### config.mk
export PLATFORM = sky130hd
export DESIGN_NAME = apb_master_bridge
export DESIGN_NICKNAME = d
export VERILOG_FILES = /design/src/rtl/apb_pkg.sv /design/src/rtl/apb_master_bridge.sv
export SDC_FILE = /design/constraint.sdc
export NUM_CORES = 1
export LEC_CHECK = 0
export ABC_AREA = 1
export CORE_MARGIN = 2
export CORE_UTILIZATION = 32
export CTS_CLUSTER_SIZE = 10
export DETAILED_ROUTE_END_ITERATION = 12
export HOLD_SLACK_MARGIN = 0.15
export PLACE_DENSITY = 0.73
export SYNTH_ARGS = -nofsm -noshare
export SYNTH_HDL_FRONTEND = slang
export SYNTH_SLANG_ARGS = --single-unit
### constraint.sdc
create_clock -name p_clk -period 1.5 [get_ports p_clk]
set_input_delay 0.3 -clock p_clk [delete_from_list [all_inputs] [get_ports p_clk]]
set_output_delay 0.3 -clock p_clk [all_outputs]
set_load 0.01 [all_outputs]
### src/rtl/apb_pkg.sv
// Shared types for the APB master bridge: FSM state encoding and the command payload.
package apb_pkg;

   localparam int unsigned APB_A_WIDTH = 8;
   localparam int unsigned APB_D_WIDTH = 8;

   typedef enum logic [1:0] {
      APB_IDLE   = 2'd0,
      APB_SETUP  = 2'd1,
      APB_ACCESS = 2'd2
   } apb_state_e;

   typedef struct packed {
      logic                   write;
      logic [APB_A_WIDTH-1:0] addr;
      logic [APB_D_WIDTH-1:0] wdata;
   } apb_req_t;

endpackage

### src/rtl/apb_master_bridge.sv
// Valid/ready command stream to single-slave APB requester, one transfer in flight.
// Optional ACCESS-phase watchdog enabled by defining APB_TIMEOUT_EN.
module apb_master_bridge
   import apb_pkg::*;
#(
   parameter int unsigned A_WIDTH     = APB_A_WIDTH,
   parameter int unsigned D_WIDTH     = APB_D_WIDTH,
   parameter int unsigned TIMEOUT_CYC = 16
) (
   input  logic               p_clk,
   input  logic               p_rstn,
   input  logic               req_valid,
   output logic               req_ready,
   input  logic               req_write,
   input  logic [A_WIDTH-1:0] req_addr,
   input  logic [D_WIDTH-1:0] req_wdata,
   output logic               rsp_valid,
   input  logic               rsp_ready,
   output logic [D_WIDTH-1:0] rsp_rdata,
   output logic               rsp_err,
   output logic               rsp_timeout,
   output logic               p_sel,
   output logic               p_enable,
   output logic               p_write,
   output logic [A_WIDTH-1:0] p_addr,
   output logic [D_WIDTH-1:0] wr_data,
   input  logic [D_WIDTH-1:0] rd_data,
   input  logic               p_ready,
   input  logic               p_slverr
);

   apb_state_e         r_state;
   apb_state_e         w_state_nxt;
   logic               w_accept;
   logic               w_done;
   logic               w_abort;
   logic               w_to_hit;
   logic               r_sel;
   logic               r_enable;
   logic               r_write;
   logic [A_WIDTH-1:0] r_addr;
   logic [D_WIDTH-1:0] r_wdata;
   logic               r_rsp_valid;
   logic [D_WIDTH-1:0] r_rsp_rdata;
   logic               r_rsp_err;

   // A held response blocks new commands so only one transfer is ever outstanding.
   assign req_ready = p_rstn && (r_state == APB_IDLE) && !r_rsp_valid;
   assign w_accept  = req_valid && req_ready;

   always_ff @(posedge p_clk or negedge p_rstn) begin : state_reg
      if (!p_rstn) r_state <= APB_IDLE;
      else         r_state <= w_state_nxt;
   end

   always_comb begin : next_state
      w_state_nxt = r_state;
      w_done      = 1'b0;
      w_abort     = 1'b0;
      case (r_state)
         APB_IDLE:   if (w_accept) w_state_nxt = APB_SETUP;
         APB_SETUP:  w_state_nxt = APB_ACCESS;
         APB_ACCESS: begin
            if (p_ready) begin
               w_done      = 1'b1;
               w_state_nxt = APB_IDLE;
            end else if (w_to_hit) begin
               w_abort     = 1'b1;
               w_state_nxt = APB_IDLE;
            end
         end
         default:    w_state_nxt = APB_IDLE;
      endcase
   end

   // APB pins are registered from the next state so SETUP/ACCESS line up with the FSM.
   always_ff @(posedge p_clk or negedge p_rstn) begin : apb_regs
      if (!p_rstn) begin
         r_sel       <= 1'b0;
         r_enable    <= 1'b0;
         r_write     <= 1'b0;
         r_addr      <= '0;
         r_wdata     <= '0;
         r_rsp_valid <= 1'b0;
         r_rsp_rdata <= '0;
         r_rsp_err   <= 1'b0;
      end else begin
         r_sel    <= (w_state_nxt != APB_IDLE);
         r_enable <= (w_state_nxt == APB_ACCESS);
         if (w_accept) begin
            r_write <= req_write;
            r_addr  <= req_addr;
            r_wdata <= req_wdata;
         end
         if (w_done) begin
            r_rsp_valid <= 1'b1;
            r_rsp_rdata <= r_write ? '0 : rd_data;
            r_rsp_err   <= p_slverr;
         end else if (w_abort) begin
            r_rsp_valid <= 1'b1;
            r_rsp_rdata <= '0;
            r_rsp_err   <= 1'b1;
         end else if (r_rsp_valid && rsp_ready) begin
            r_rsp_valid <= 1'b0;
         end
      end
   end

`ifdef APB_TIMEOUT_EN
   localparam int unsigned CNT_W = $clog2(TIMEOUT_CYC + 1);

   logic [CNT_W-1:0] r_to_cnt;
   logic             r_rsp_timeout;

   // Abort on the edge where the count of stalled ACCESS cycles would reach TIMEOUT_CYC.
   assign w_to_hit = !p_ready && (r_to_cnt >= CNT_W'(TIMEOUT_CYC - 1));

   always_ff @(posedge p_clk or negedge p_rstn) begin : timeout_regs
      if (!p_rstn) begin
         r_to_cnt      <= '0;
         r_rsp_timeout <= 1'b0;
      end else begin
         if (r_state != APB_ACCESS)
            r_to_cnt <= '0;
         else if (!p_ready && (r_to_cnt != CNT_W'(TIMEOUT_CYC)))
            r_to_cnt <= r_to_cnt + CNT_W'(1);
         if (w_done)       r_rsp_timeout <= 1'b0;
         else if (w_abort) r_rsp_timeout <= 1'b1;
      end
   end

   assign rsp_timeout = r_rsp_timeout;
`else
   logic [31:0] w_unused_timeout;

   assign w_unused_timeout = 32'(TIMEOUT_CYC);
   assign w_to_hit         = 1'b0;
   assign rsp_timeout      = 1'b0;
`endif

   assign p_sel     = r_sel;
   assign p_enable  = r_enable;
   assign p_write   = r_write;
   assign p_addr    = r_addr;
   assign wr_data   = r_wdata;
   assign rsp_valid = r_rsp_valid;
   assign rsp_rdata = r_rsp_rdata;
   assign rsp_err   = r_rsp_err;

endmodule

Yosys cells after proc, flatten, opt, wreduce, memory -nomap -nowiden
Cells that the tools add are included.
{ "totals": {"register_bits": 31, "inputBits": 31, "word_cells": 30} }
{ "op_classes": {"eq_ne": 3, "n_mux": 10, "n_reduce_logical": 8} }
{ "op_table": {"columns": ["op", "count"], "rows": [
  ["$mux 8", 2],
  ["$pmux 2 s3", 1],
  ["$mux 1", 5],
  ["$eq 2x2->1 const B", 2],
  ["$logic_and 1x1->1", 4],
  ["$mux 2", 2],
  ["$reduce_bool 2->1", 2],
  ["$eq 2x1->1 const B", 1],
  ["$logic_not 2->1", 1],
  ["$logic_not 1->1", 1]
]} }

Depth between registers and ports, before layout
Gate-level depths: netlist of the first run.
{ "depth": {"ltp_word": 7, "depth_mapped": 6, "ltp_nobuf": 5} }

Worst setup path after synthesis of the first run
No wires, ideal clock.
{ "synth_timing": {"path_type": "reg2out", "startpoint": "register r_rsp_valid (netlist: rsp_valid)", "endpoint": "output req_ready", "arrival_ns": 1.008, "t_required_ns": 1.200, "setup_slack_ns": 0.192, "stages_incl_launch_ff": 5, "cell_sequence": "dfrtp_1 nor2_4 buf_2 nand2_1 inv_1"} }
{ "synth_between": {"elab_chain_cells": 2} }
{ "synth_lines": {"columns": ["item", "line_no", "rtl"], "rows": [
  ["from (decl)", "apb_master_bridge.sv:43", "logic r_rsp_valid;"],
  ["from (signal assigned)", "apb_master_bridge.sv:84", "r_rsp_valid <= 1'b0;"],
  ["from (signal assigned)", "apb_master_bridge.sv:96", "r_rsp_valid <= 1'b1;"],
  ["from (signal assigned)", "apb_master_bridge.sv:100", "r_rsp_valid <= 1'b1;"],
  ["$logic_not 1->1", "apb_master_bridge.sv:48", "assign req_ready = p_rstn && (r_state == APB_IDLE) && !r_rsp_valid;"],
  ["$logic_and 1x1->1", "apb_master_bridge.sv:48", null],
  ["to (decl)", "apb_master_bridge.sv:13", "output logic req_ready,"]
]} }
No other way between the ends.

Final worst setup path of the first run
{ "layout_timing": {"startpoint": "register r_rsp_rdata[1] (netlist: rsp_rdata[1])", "endpoint": "output rsp_rdata[1]"} }
{ "layout_lines": {"columns": ["item", "line_no", "rtl"], "rows": [
  ["from (decl)", "apb_master_bridge.sv:44", "logic [D_WIDTH-1:0] r_rsp_rdata;"],
  ["from (signal assigned)", "apb_master_bridge.sv:97", "r_rsp_rdata <= r_write ? '0 : rd_data;"],
  ["to (decl)", "apb_master_bridge.sv:19", "output logic [D_WIDTH-1:0] rsp_rdata,"]
]} }
No word-level cell between the ends.

==> out/summary.json, run 1 <==
{
  "worstPathMaxFanout": 2,
  "groute.usage.overall": 0.155,
  "maximum_number_of_pins_on_one_net_before_global_route_repair": 32,
  "power.density_nw_per_um2": 1620,
  "yosysWarningCount": 0,
  "yosys-top-cells-area": "dfrtp_1 61%, nand2_1 16%, nand4_1 8.3%",
  "proportion_of_layout_cells_with_a_drive_suffix_above_1": 0.0945,
  "dr.first_iter.drc_count": 48,
  "postRouteAntennaNets": 0,
  "final_count_of_negative_setup_slack_endpoints": 0,
  "area.growth.synth_to_final_pct": 61.2,
  "first_pass_iters": 4,
  "drc_errors": 0,
  "dp_worst_setup_slack_ps": -346,
  "power.share.sequential": 0.404,
  "cts-htree-levels": 2,
  "synth-seq-area-share": 0.606,
  "combinationalPowerShare": 0.413,
  "buffer_ports.inserted": 60,
  "synth.largest_area_cell": "dfrtp_1",
  "final_hold_vios": 0,
  "post-route-period-util": 0.993,
  "power_frac_clock": 0.184,
  "tritoncts": "done",
  "critical_path.endpoint_type": "output pin",
  "total_leakage_power_uw": 0.00119,
  "critical-path-slowest-cell": "clkdlybuf4s50_1",
  "clockRootBuffer": "clkbuf_8",
  "clkLatencyLatePin_ps": 280,
  "report.final.slew_viol_count": 0,
  "hpwl_after_detailed_placement_mm": 2.10,
  "grt_pass1_wl_mm": 5.00,
  "floorplan.initialDensity": 0.342,
  "final_net_count": 231,
  "synth_top_area_share": 0.606,
  "power.share.switching": 0.331,
  "cts_setup_buffers": 0,
  "std_cell_rows": 22,
  "mappedNetlistNets": 165,
  "critical_path_class": "reg -> out",
  "worst_ir_drop_vdd_mv": 0.807,
  "final_core_util": 0.551,
  "worst-endpoint-arrival_ps": 1190,
  "overflow": 0,
  "fmax_mhz": 672,
  "route.detailed.wl_per_inst_um": 12.4,
  "max_stage_delay_ps": 540,
  "die_h_um": 67.2,
  "synth.avg_cell_area_um2": 9.55,
  "skew_ps": 4.23,
  "synthesis.instances": 134,
  "wl_mm": 3.10,
  "core-area_um2": 3740,
  "post-route-worst-setup-slack_ps": 11.2,
  "cp_top_family": "buffers and inverters",
  "max_cap_violations": 0,
  "final_period_minus_worst_setup_slack_ps": 1490,
  "synth_seq_cells": 31,
  "fin_cells": 249,
  "number_of_antenna_violations_at_the_first_check_in_global_routing": 0,
  "ports": 62,
  "diodes": 0,
  "cts_num_sinks": 31,
  "grt_pass1_vias": 1125,
  "numCtsBuffers": 5,
  "setup.reg_to_reg.worst_slack_ps": 190,
  "cp.required_ps": 1200,
  "path_clk_slew_ps": 60,
  "fillerInstances": 357,
  "ys_types": 15,
  "intPower_uw": 2240,
  "final.setup.tns_ps": 0,
  "worst_hold_path_type": "in -> async",
  "timing.hold.ws_ps": 194,
  "route.vias.total": 1130,
  "net-switching-power_uw": 1110,
  "gpl.final_weighted_congestion": 0.734,
  "clockBufferDepth": 2,
  "placedCellCount": 241,
  "sequential_cell_area_um2": 776,
  "die_width_um": 67.2,
  "die_ar_um2": 4520,
  "timing.critical_path.from_type": "flip-flop",
  "cp_num_buf_inv": 1,
  "rsz0062_at_grt": "false",
  "synthesis.area_um2": 1280,
  "path_cells": "clkdlybuf4s50_1",
  "multi_input_comb_area_um2": 432,
  "outcome": "finished clean",
  "via_per_inst": 4.54
}
## power by group through the flow
stage	registers, uW	logic (uW)	clock network (uW)
4_1_cts	1360	1460	638
3_3_place_gp	1360	1450	0
2_1_floorplan	1530	422	0
5_1_grt	1390	1530	689
3_5_place_dp	1360	1470	0
6_report	1350	1380	614
## state kept, by name, summed over array words and instances, names as in the netlist
name / cells
p_sel: 1
rsp_rdata: 8
rsp_valid: 1
r_state: 2
p_addr: 8
p_write: 1
rsp_err: 1
p_enable: 1
wr_data: 8
## cell usage after synthesis
master	count
o21ai_0	10
or2_2	1
inv_1	7
nand3_2	1
nand4_1	17
nand2_1	54
nand3b_1	1
conb_1	1
buf_4	2
buf_2	4
dfrtp_1	31
nor2_4	2
nand3_1	1
buf_6	1
nand3_4	1
## per-layer routing
layer | wire length (um) | global-route usage | vias to the layer above
met3 | 276 | 0.0517 | 4
li1 | - | - | 570
met5 | 0 | 0 | -
met4 | 26 | 0.0918 | 0
met2 | 1460 | 0.261 | 44
met1 | 1340 | 0.169 | 512
## cell type report
type	count	share of cell area
Sequential cell	31	0.376
Tap cell	48	0.0291
Clock inverter	1	0.00243
Timing Repair Buffer	66	0.334
Clock buffer	7	0.0370
Inverter	7	0.0127
Multi-Input combinational cell	89	0.209
## worst paths after layout
check / endpoint / cells after the start / startpoint
min in group p_clk: wr_data[7]$_DFFE_PN0P_ / 2 / wr_data[7]$_DFFE_PN0P_
worst min-delay path: wr_data[5]$_DFFE_PN0P_ / 2 / p_rstn
worst max-delay path: rsp_rdata[1] / 1 / rsp_rdata[1]$_DFFE_PN0P_
max in group asynchronous: rsp_rdata[3]$_DFFE_PN0P_ / 2 / p_rstn
worst min register to register: wr_data[7]$_DFFE_PN0P_ / 2 / wr_data[7]$_DFFE_PN0P_
worst max register to register: p_addr[2]$_DFFE_PN0P_ / 5 / rsp_valid$_DFFE_PN0P_
## what timing repair did
| action | 4_1_cts | 5_1_grt |
|---|---|---|
| endpoints found under the setup margin | 3 | 18 |
| gates resized for setup | 7 | 18 |
| hold buffers | 0 | 0 |
| cloned | 0 | 0 |
## cell usage in the layout (no fill, tap or decap), types with 2 or more instances in the layout
master / count
nor2_4: 2
clkbuf_8: 5
buf_4: 6
clkdlybuf4s50_1: 38
inv_1: 6
nand2_1: 54
dfrtp_1: 31
nand4_1: 17
dlygate4sd2_1: 3
clkbuf_1: 2
o21ai_0: 10
dlymetal6s2s_1: 18
## stage by stage
stage,power [uW],area (um^2)
after global placement,2810,1940
final,3340,2060
after global routing,3600,2060
after floorplan,1950,1280
after detailed placement,2830,1940
after CTS,3460,2020
## kinds of logic after synthesis
| group | after synthesis | synth area share |
|---|---|---|
| other cells | 1 | 0.00293 |
| compound gates | 10 | 0.0391 |
| flops | 31 | 0.606 |
| simple gates | 78 | 0.295 |
| buf+inv | 14 | 0.0567 |
(Power assumes the default switching activity.)
==> run 2, diff against run 1 <==
--- a/config.mk
+++ b/config.mk
@@ -6,12 +6,13 @@
 export NUM_CORES = 1
 export LEC_CHECK = 0
 export ABC_AREA = 1
+export CAP_MARGIN = 10
 export CORE_MARGIN = 2
 export CORE_UTILIZATION = 32
 export CTS_CLUSTER_SIZE = 10
 export DETAILED_ROUTE_END_ITERATION = 12
 export HOLD_SLACK_MARGIN = 0.15
-export PLACE_DENSITY = 0.73
+export PLACE_DENSITY = 0.68
 export SYNTH_ARGS = -nofsm -noshare
 export SYNTH_HDL_FRONTEND = slang
 export SYNTH_SLANG_ARGS = --single-unit
==> constraint.sdc (replaced) <==
create_clock -name p_clk -period 1.75 [get_ports p_clk]
set_input_delay 0.35 -clock p_clk [delete_from_list [all_inputs] [get_ports p_clk]]
set_output_delay 0.35 -clock p_clk [all_outputs]
set_load 0.01 [all_outputs]
==> run 2 against run 1 <==
- register-to-register slack improved by 220 ps
- sequential cell count unchanged
- non-clock buffer count decreased by 1
- cell count decreased by 0.40%
- combinational power decreased by 11%
- highest routed layer unchanged
- wire length increased by 3.6%
- worst hold slack improved by 280 ps
- core utilization decreased by 0.97 points
- critical path type unchanged
- global-route usage increased by 0.55 points
- clock skew increased by 0.84 ps
- via count increased by 3.2%
- power decreased by 9.8%
==> out/summary.json, run 2 (synthesis gave the netlist of run 1 again) <==
{
  "layout.cells.most_common_list": "59 x clkdlybuf4s50_1, 54 x nand2_1, 31 x dfrtp_1",
  "final_hold_vios": 0,
  "max_stage_delay_ps": 560,
  "die_ar_um2": 4520,
  "final_count_of_negative_setup_slack_endpoints": 0,
  "dr.first_iter.drc_count": 29,
  "drc_errors": 0,
  "std_cell_rows": 22,
  "path_cells": "clkdlybuf4s50_1",
  "final_common_cell": "clkdlybuf4s50_1",
  "worst_ir_drop_vdd_mv": 0.677,
  "power.share.switching": 0.321,
  "grt_pass1_wl_mm": 5.35,
  "cts-htree-levels": 2,
  "tritoncts": "done",
  "grt_pass1_vias": 1142,
  "whs_endpoint": "wr_data[6]$_DFFE_PN0P_",
  "gpl.final_weighted_congestion": 0.660,
  "critical-path-slowest-cell": "clkdlybuf4s50_1",
  "critical_path.reg2reg.endpoint": "wr_data[1]$_DFFE_PN0P_",
  "critical_path.endpoint_type": "output pin",
  "power_frac_clock": 0.200,
  "power.density_nw_per_um2": 1490,
  "path_clk_slew_ps": 60,
  "timing.rr.start": "r_state[1]$_DFF_PN0_",
  "max_cap_violations": 0,
  "hpwl_after_detailed_placement_mm": 2.35,
  "via_per_inst": 4.70,
  "reg2regPathDepth": 5,
  "final_period_minus_worst_setup_slack_ps": 1600,
  "die_h_um": 67.2,
  "sequential_cell_area_um2": 776,
  "final_net_count": 230,
  "buffer_ports.inserted": 60,
  "timing.hold.ws_ps": 472,
  "overflow": 0,
  "multi_input_comb_area_um2": 432,
  "cts_num_sinks": 31,
  "total_power_uw": 3020,
  "die_width_um": 67.2,
  "worst-endpoint-arrival_ps": 1250,
  "wl_mm": 3.21,
  "fillerInstances": 347,
  "final_core_util": 0.541,
  "post_cts_hold_buffer_count": 0,
  "combinationalPowerShare": 0.409,
  "outcome": "finished clean",
  "post-route-period-util": 0.917,
  "report.final.slew_viol_count": 0,
  "diodes": 0,
  "clockRootBuffer": "clkbuf_8",
  "area.growth.synth_to_final_pct": 58.4,
  "first_pass_iters": 4,
  "worst_hold_path_type": "reg -> reg",
  "fmax_mhz": 623,
  "core-area_um2": 3740,
  "clkLatencyLatePin_ps": 280,
  "worstPathMaxFanout": 3,
  "dp_worst_setup_slack_ps": -244,
  "groute.usage.overall": 0.160,
  "net-switching-power_uw": 967,
  "hold-path-cell-count": 2,
  "postLayoutCellArea_um2": 2030,
  "numCtsBuffers": 5,
  "intPower_uw": 2050,
  "placed_cell_area_um2": 1930,
  "cp.required_ps": 1400,
  "post-route-worst-setup-slack_ps": 146,
  "hold_start": "wr_data[6]$_DFFE_PN0P_",
  "route.vias.total": 1166,
  "total_leakage_power_uw": 0.000968,
  "setup.reg_to_reg.worst_slack_ps": 410,
  "timing.critical_path.from_type": "flip-flop",
  "cp_num_buf_inv": 1,
  "cp_top_family": "buffers and inverters",
  "power.share.sequential": 0.391,
  "postRouteAntennaNets": 0,
  "clockBufferDepth": 2,
  "skew_ps": 5.07,
  "critical_path_class": "reg -> out",
  "ports": 62,
  "maximum_number_of_pins_on_one_net_before_global_route_repair": 32,
  "proportion_of_layout_cells_with_a_drive_suffix_above_1": 0.0900,
  "route.detailed.wl_per_inst_um": 13.0,
  "floorplan.initialDensity": 0.342,
  "number_of_antenna_violations_at_the_first_check_in_global_routing": 0,
  "rsz0062_at_grt": "false"
}
==> run 2: cell count changes in the layout (fill, tap and decap cells not counted), moves of 2 or more <==
cell | before | now
clkdlybuf4s50_1 | 38 | 59
dlymetal6s2s_1 | 18 | 0
dlygate4sd2_1 | 3 | 0
clkbuf_8 | 5 | 7
==> run 2: power by group through the flow <==
| stage | clock [uW] | combinational (uW) | sequential (uW) |
|---|---|---|---|
| final | 603 | 1230 | 1180 |
| after global routing | 663 | 1360 | 1220 |
| after CTS | 625 | 1250 | 1180 |
| after detailed placement | 0 | 1260 | 1190 |
| after global placement | 0 | 1230 | 1180 |
| after floorplan | 0 | 362 | 1310 |
==> run 2: what timing repair did <==
| item | 4_1_cts | 5_1_grt |
|---|---|---|
| setup buffers | 0 | 0 |
| hold endpoints to repair | 0 | 0 |
| gates resized for setup | 1 | 2 |
| setup endpoints to repair | 1 | 1 |
==> run 2: metal layers <==
layer | global-route usage | vias up | wire length (um)
li1 | - | 567 | -
met4 | 0.0689 | 0 | 51
met5 | 0 | - | 0
met2 | 0.243 | 54 | 1440
met3 | 0.0533 | 4 | 295
met1 | 0.210 | 541 | 1420
==> run 2: area by class of cell <==
type,count,area share
flip-flops and latches,31,0.383
repair buffers,65,0.312
multi-input cells,89,0.213
clock buffers,8,0.0494
well taps,48,0.0296
inverters,7,0.0130
==> run 2: worst max-delay path by stage <==
stage               cells past startpoint  slack, ps   endpoint                   from
CTS                                     6         10  req_ready                 p_rstn
detailed placement                      6       -240  req_ready                 p_rstn
global placement                        6       -270  req_ready                 p_rstn
floorplan                               4        390  req_ready  rsp_valid$_DFFE_PN0P_
global route                            6         90  req_ready                 p_rstn
finish                                  1        150  rsp_valid  rsp_valid$_DFFE_PN0P_
==> run 2: through the flow <==
step	instances	setup TNS, ps
after floorplan	134	0
after global placement	240	-267
after detailed placement	240	-356
after CTS	248	0
after global routing	248	0
final	248	0
==> run 3, diff against run 2 <==
--- a/config.mk
+++ b/config.mk
@@ -8,11 +8,12 @@
 export ABC_AREA = 1
 export CAP_MARGIN = 10
 export CORE_MARGIN = 2
-export CORE_UTILIZATION = 32
+export CORE_UTILIZATION = 36
 export CTS_CLUSTER_SIZE = 10
 export DETAILED_ROUTE_END_ITERATION = 12
 export HOLD_SLACK_MARGIN = 0.15
-export PLACE_DENSITY = 0.68
+export PLACE_DENSITY = 0.77
+export SLEW_MARGIN = 20
 export SYNTH_ARGS = -nofsm -noshare
 export SYNTH_HDL_FRONTEND = slang
 export SYNTH_SLANG_ARGS = --single-unit
==> constraint.sdc (replaced) <==
create_clock -name p_clk -period 1.4 [get_ports p_clk]
set_input_delay 0.28 -clock p_clk [delete_from_list [all_inputs] [get_ports p_clk]]
set_output_delay 0.28 -clock p_clk [all_outputs]
set_load 0.01 [all_outputs]
==> run 3 against run 2 <==
- the run now ends with setup timing left
- final area shrank 1.7%
- clock power shrank 3%
- sequential power up 23%
- power up 13%
- largest cell class unchanged
==> out/summary.json, run 3 (synthesis gave the netlist of run 1 again) <==
{
  "total_leakage_power_uw": 0.00104,
  "route.vias.total": 1192,
  "report.final.slew_viol_count": 0,
  "final_period_minus_worst_setup_slack_ps": 1430,
  "grt_pass1_vias": 1208,
  "critical_path_class": "in -> out",
  "floorplan.initialDensity": 0.381,
  "gpl.final_weighted_congestion": 0.670,
  "timing.rr.start": "rsp_valid$_DFFE_PN0P_",
  "rsz0062_at_grt": "true",
  "die_width_um": 63.6,
  "worst_hold_path_type": "in -> async",
  "worst-endpoint-arrival_ps": 1150,
  "maximum_number_of_pins_on_one_net_before_global_route_repair": 32,
  "final_hold_vios": 0,
  "final_common_cell": "nand2_1",
  "fillerInstances": 338,
  "buffer_ports.inserted": 60,
  "die_ar_um2": 4050,
  "final_count_of_negative_setup_slack_endpoints": 1,
  "path_clk_slew_ps": 100,
  "number_of_antenna_violations_at_the_first_check_in_global_routing": 0,
  "overflow": 0,
  "via_per_inst": 4.79,
  "worstPathMaxFanout": 2,
  "reg2regPathDepth": 6,
  "area.growth.synth_to_final_pct": 55.7,
  "die_h_um": 63.6,
  "outcome": "finished with violations",
  "std_cell_rows": 21,
  "core-area_um2": 3360,
  "final_core_util": 0.593,
  "skew_ps": 9.00,
  "wl_met2_mm": 1.71,
  "power.density_nw_per_um2": 1710,
  "hpwl_after_detailed_placement_mm": 2.46,
  "fmax_mhz": 698,
  "dr.first_iter.drc_count": 35,
  "clockRootBuffer": "clkbuf_4",
  "cts-htree-levels": 2,
  "wl_mm": 3.32,
  "route.detailed.wl_per_inst_um": 13.3,
  "clockBufferDepth": 2,
  "tritoncts": "done",
  "final_net_count": 233,
  "post-route-worst-setup-slack_ps": -32.2,
  "timing.critical_path.from_type": "primary input",
  "met1_length_mm": 1.36,
  "critical_path.reg2reg.endpoint": "p_addr[1]$_DFFE_PN0P_",
  "diodes": 0,
  "failed_checks": "setup timing",
  "cp.required_ps": 1120,
  "setup.reg_to_reg.worst_slack_ps": 120,
  "numCtsBuffers": 5,
  "clkLatencyLatePin_ps": 320,
  "proportion_of_layout_cells_with_a_drive_suffix_above_1": 0.113,
  "cts_num_sinks": 31,
  "ports": 62,
  "worst_ir_drop_vdd_mv": 0.773,
  "critical_path.endpoint_type": "output pin",
  "highest_layer_used_for_signal_routing": "met4",
  "post_cts_hold_buffer_count": 0,
  "groute.usage.overall": 0.175,
  "grt_pass1_wl_mm": 5.44,
  "dp_worst_setup_slack_ps": -427,
  "first_pass_iters": 4,
  "detailroute.wirelength.met3_um": 221,
  "layout.cells.most_common_list": "54 x nand2_1, 31 x dfrtp_1, 30 x clkdlybuf4s50_1",
  "max_cap_violations": 0,
  "drc_errors": 0,
  "postRouteAntennaNets": 0,
  "post-route-period-util": 1.02
}
[run 3: power breakdown]
group	switching, uW	internal [uW]	total, uW
clock network	293	293	586
logic	732	632	1360
registers	195	1250	1450
total	1220	2180	3400
[run 3: worst max-delay path by stage]
stage	startpoint	endpoint	slack, ps	cells after the start
finish	p_rstn	req_ready	-30	6
global route	rsp_valid$_DFFE_PN0P_	req_ready	-110	5
CTS	rsp_valid$_DFFE_PN0P_	req_ready	-50	5
detailed placement	p_rstn	req_ready	-430	6
global placement	p_rstn	req_ready	-410	6
floorplan	rsp_valid$_DFFE_PN0P_	req_ready	110	4
[run 3: per-layer routing]
metal | GRT usage | vias up
li1 | - | 580
met1 | 0.200 | 563
met2 | 0.301 | 45
met3 | 0.0714 | 4
met4 | 0.0489 | 0
met5 | 0 | -
[run 3: layout make-up]
| type | instances | area (um^2) | area share |
|---|---|---|---|
| Multi-Input combinational cell | 90 | 449 | 0.225 |
| Sequential cell | 31 | 776 | 0.389 |
| Clock inverter | 1 | 7.51 | 0.00377 |
| Timing Repair Buffer | 67 | 612 | 0.307 |
| Tap cell | 46 | 57.6 | 0.0289 |
| Inverter | 7 | 26.3 | 0.0132 |
| Clock buffer | 7 | 65.1 | 0.0326 |
[run 3: stage by stage]
stage / std cells / hold WS (ps) / instance area (um^2) / setup TNS, ps / power, uW
after global placement: 239 / 456 / 1940 / -4670 / 3020
final: 249 / 368 / 1990 / -32.2 / 3400
after floorplan: 134 / -15.6 / 1280 / 0 / 2090
after CTS: 248 / 373 / 1980 / -50.0 / 3430
after global routing: 249 / 379 / 1990 / -110 / 3660
after detailed placement: 239 / 463 / 1940 / -5660 / 3090
[run 3: timing repair]
action,in CTS,in global routing
endpoints found under the setup margin,30,19
resized for setup,35,2
buffers inserted,1,0
gates cloned,0,1
pin swaps,1,1
[run 3: critical path, stage by stage]
cell	delay, ps
clkdlybuf4s50_1	480
inv_1	70
nor2_4	100
nand2_1	50
inv_1	50
buf_2	120
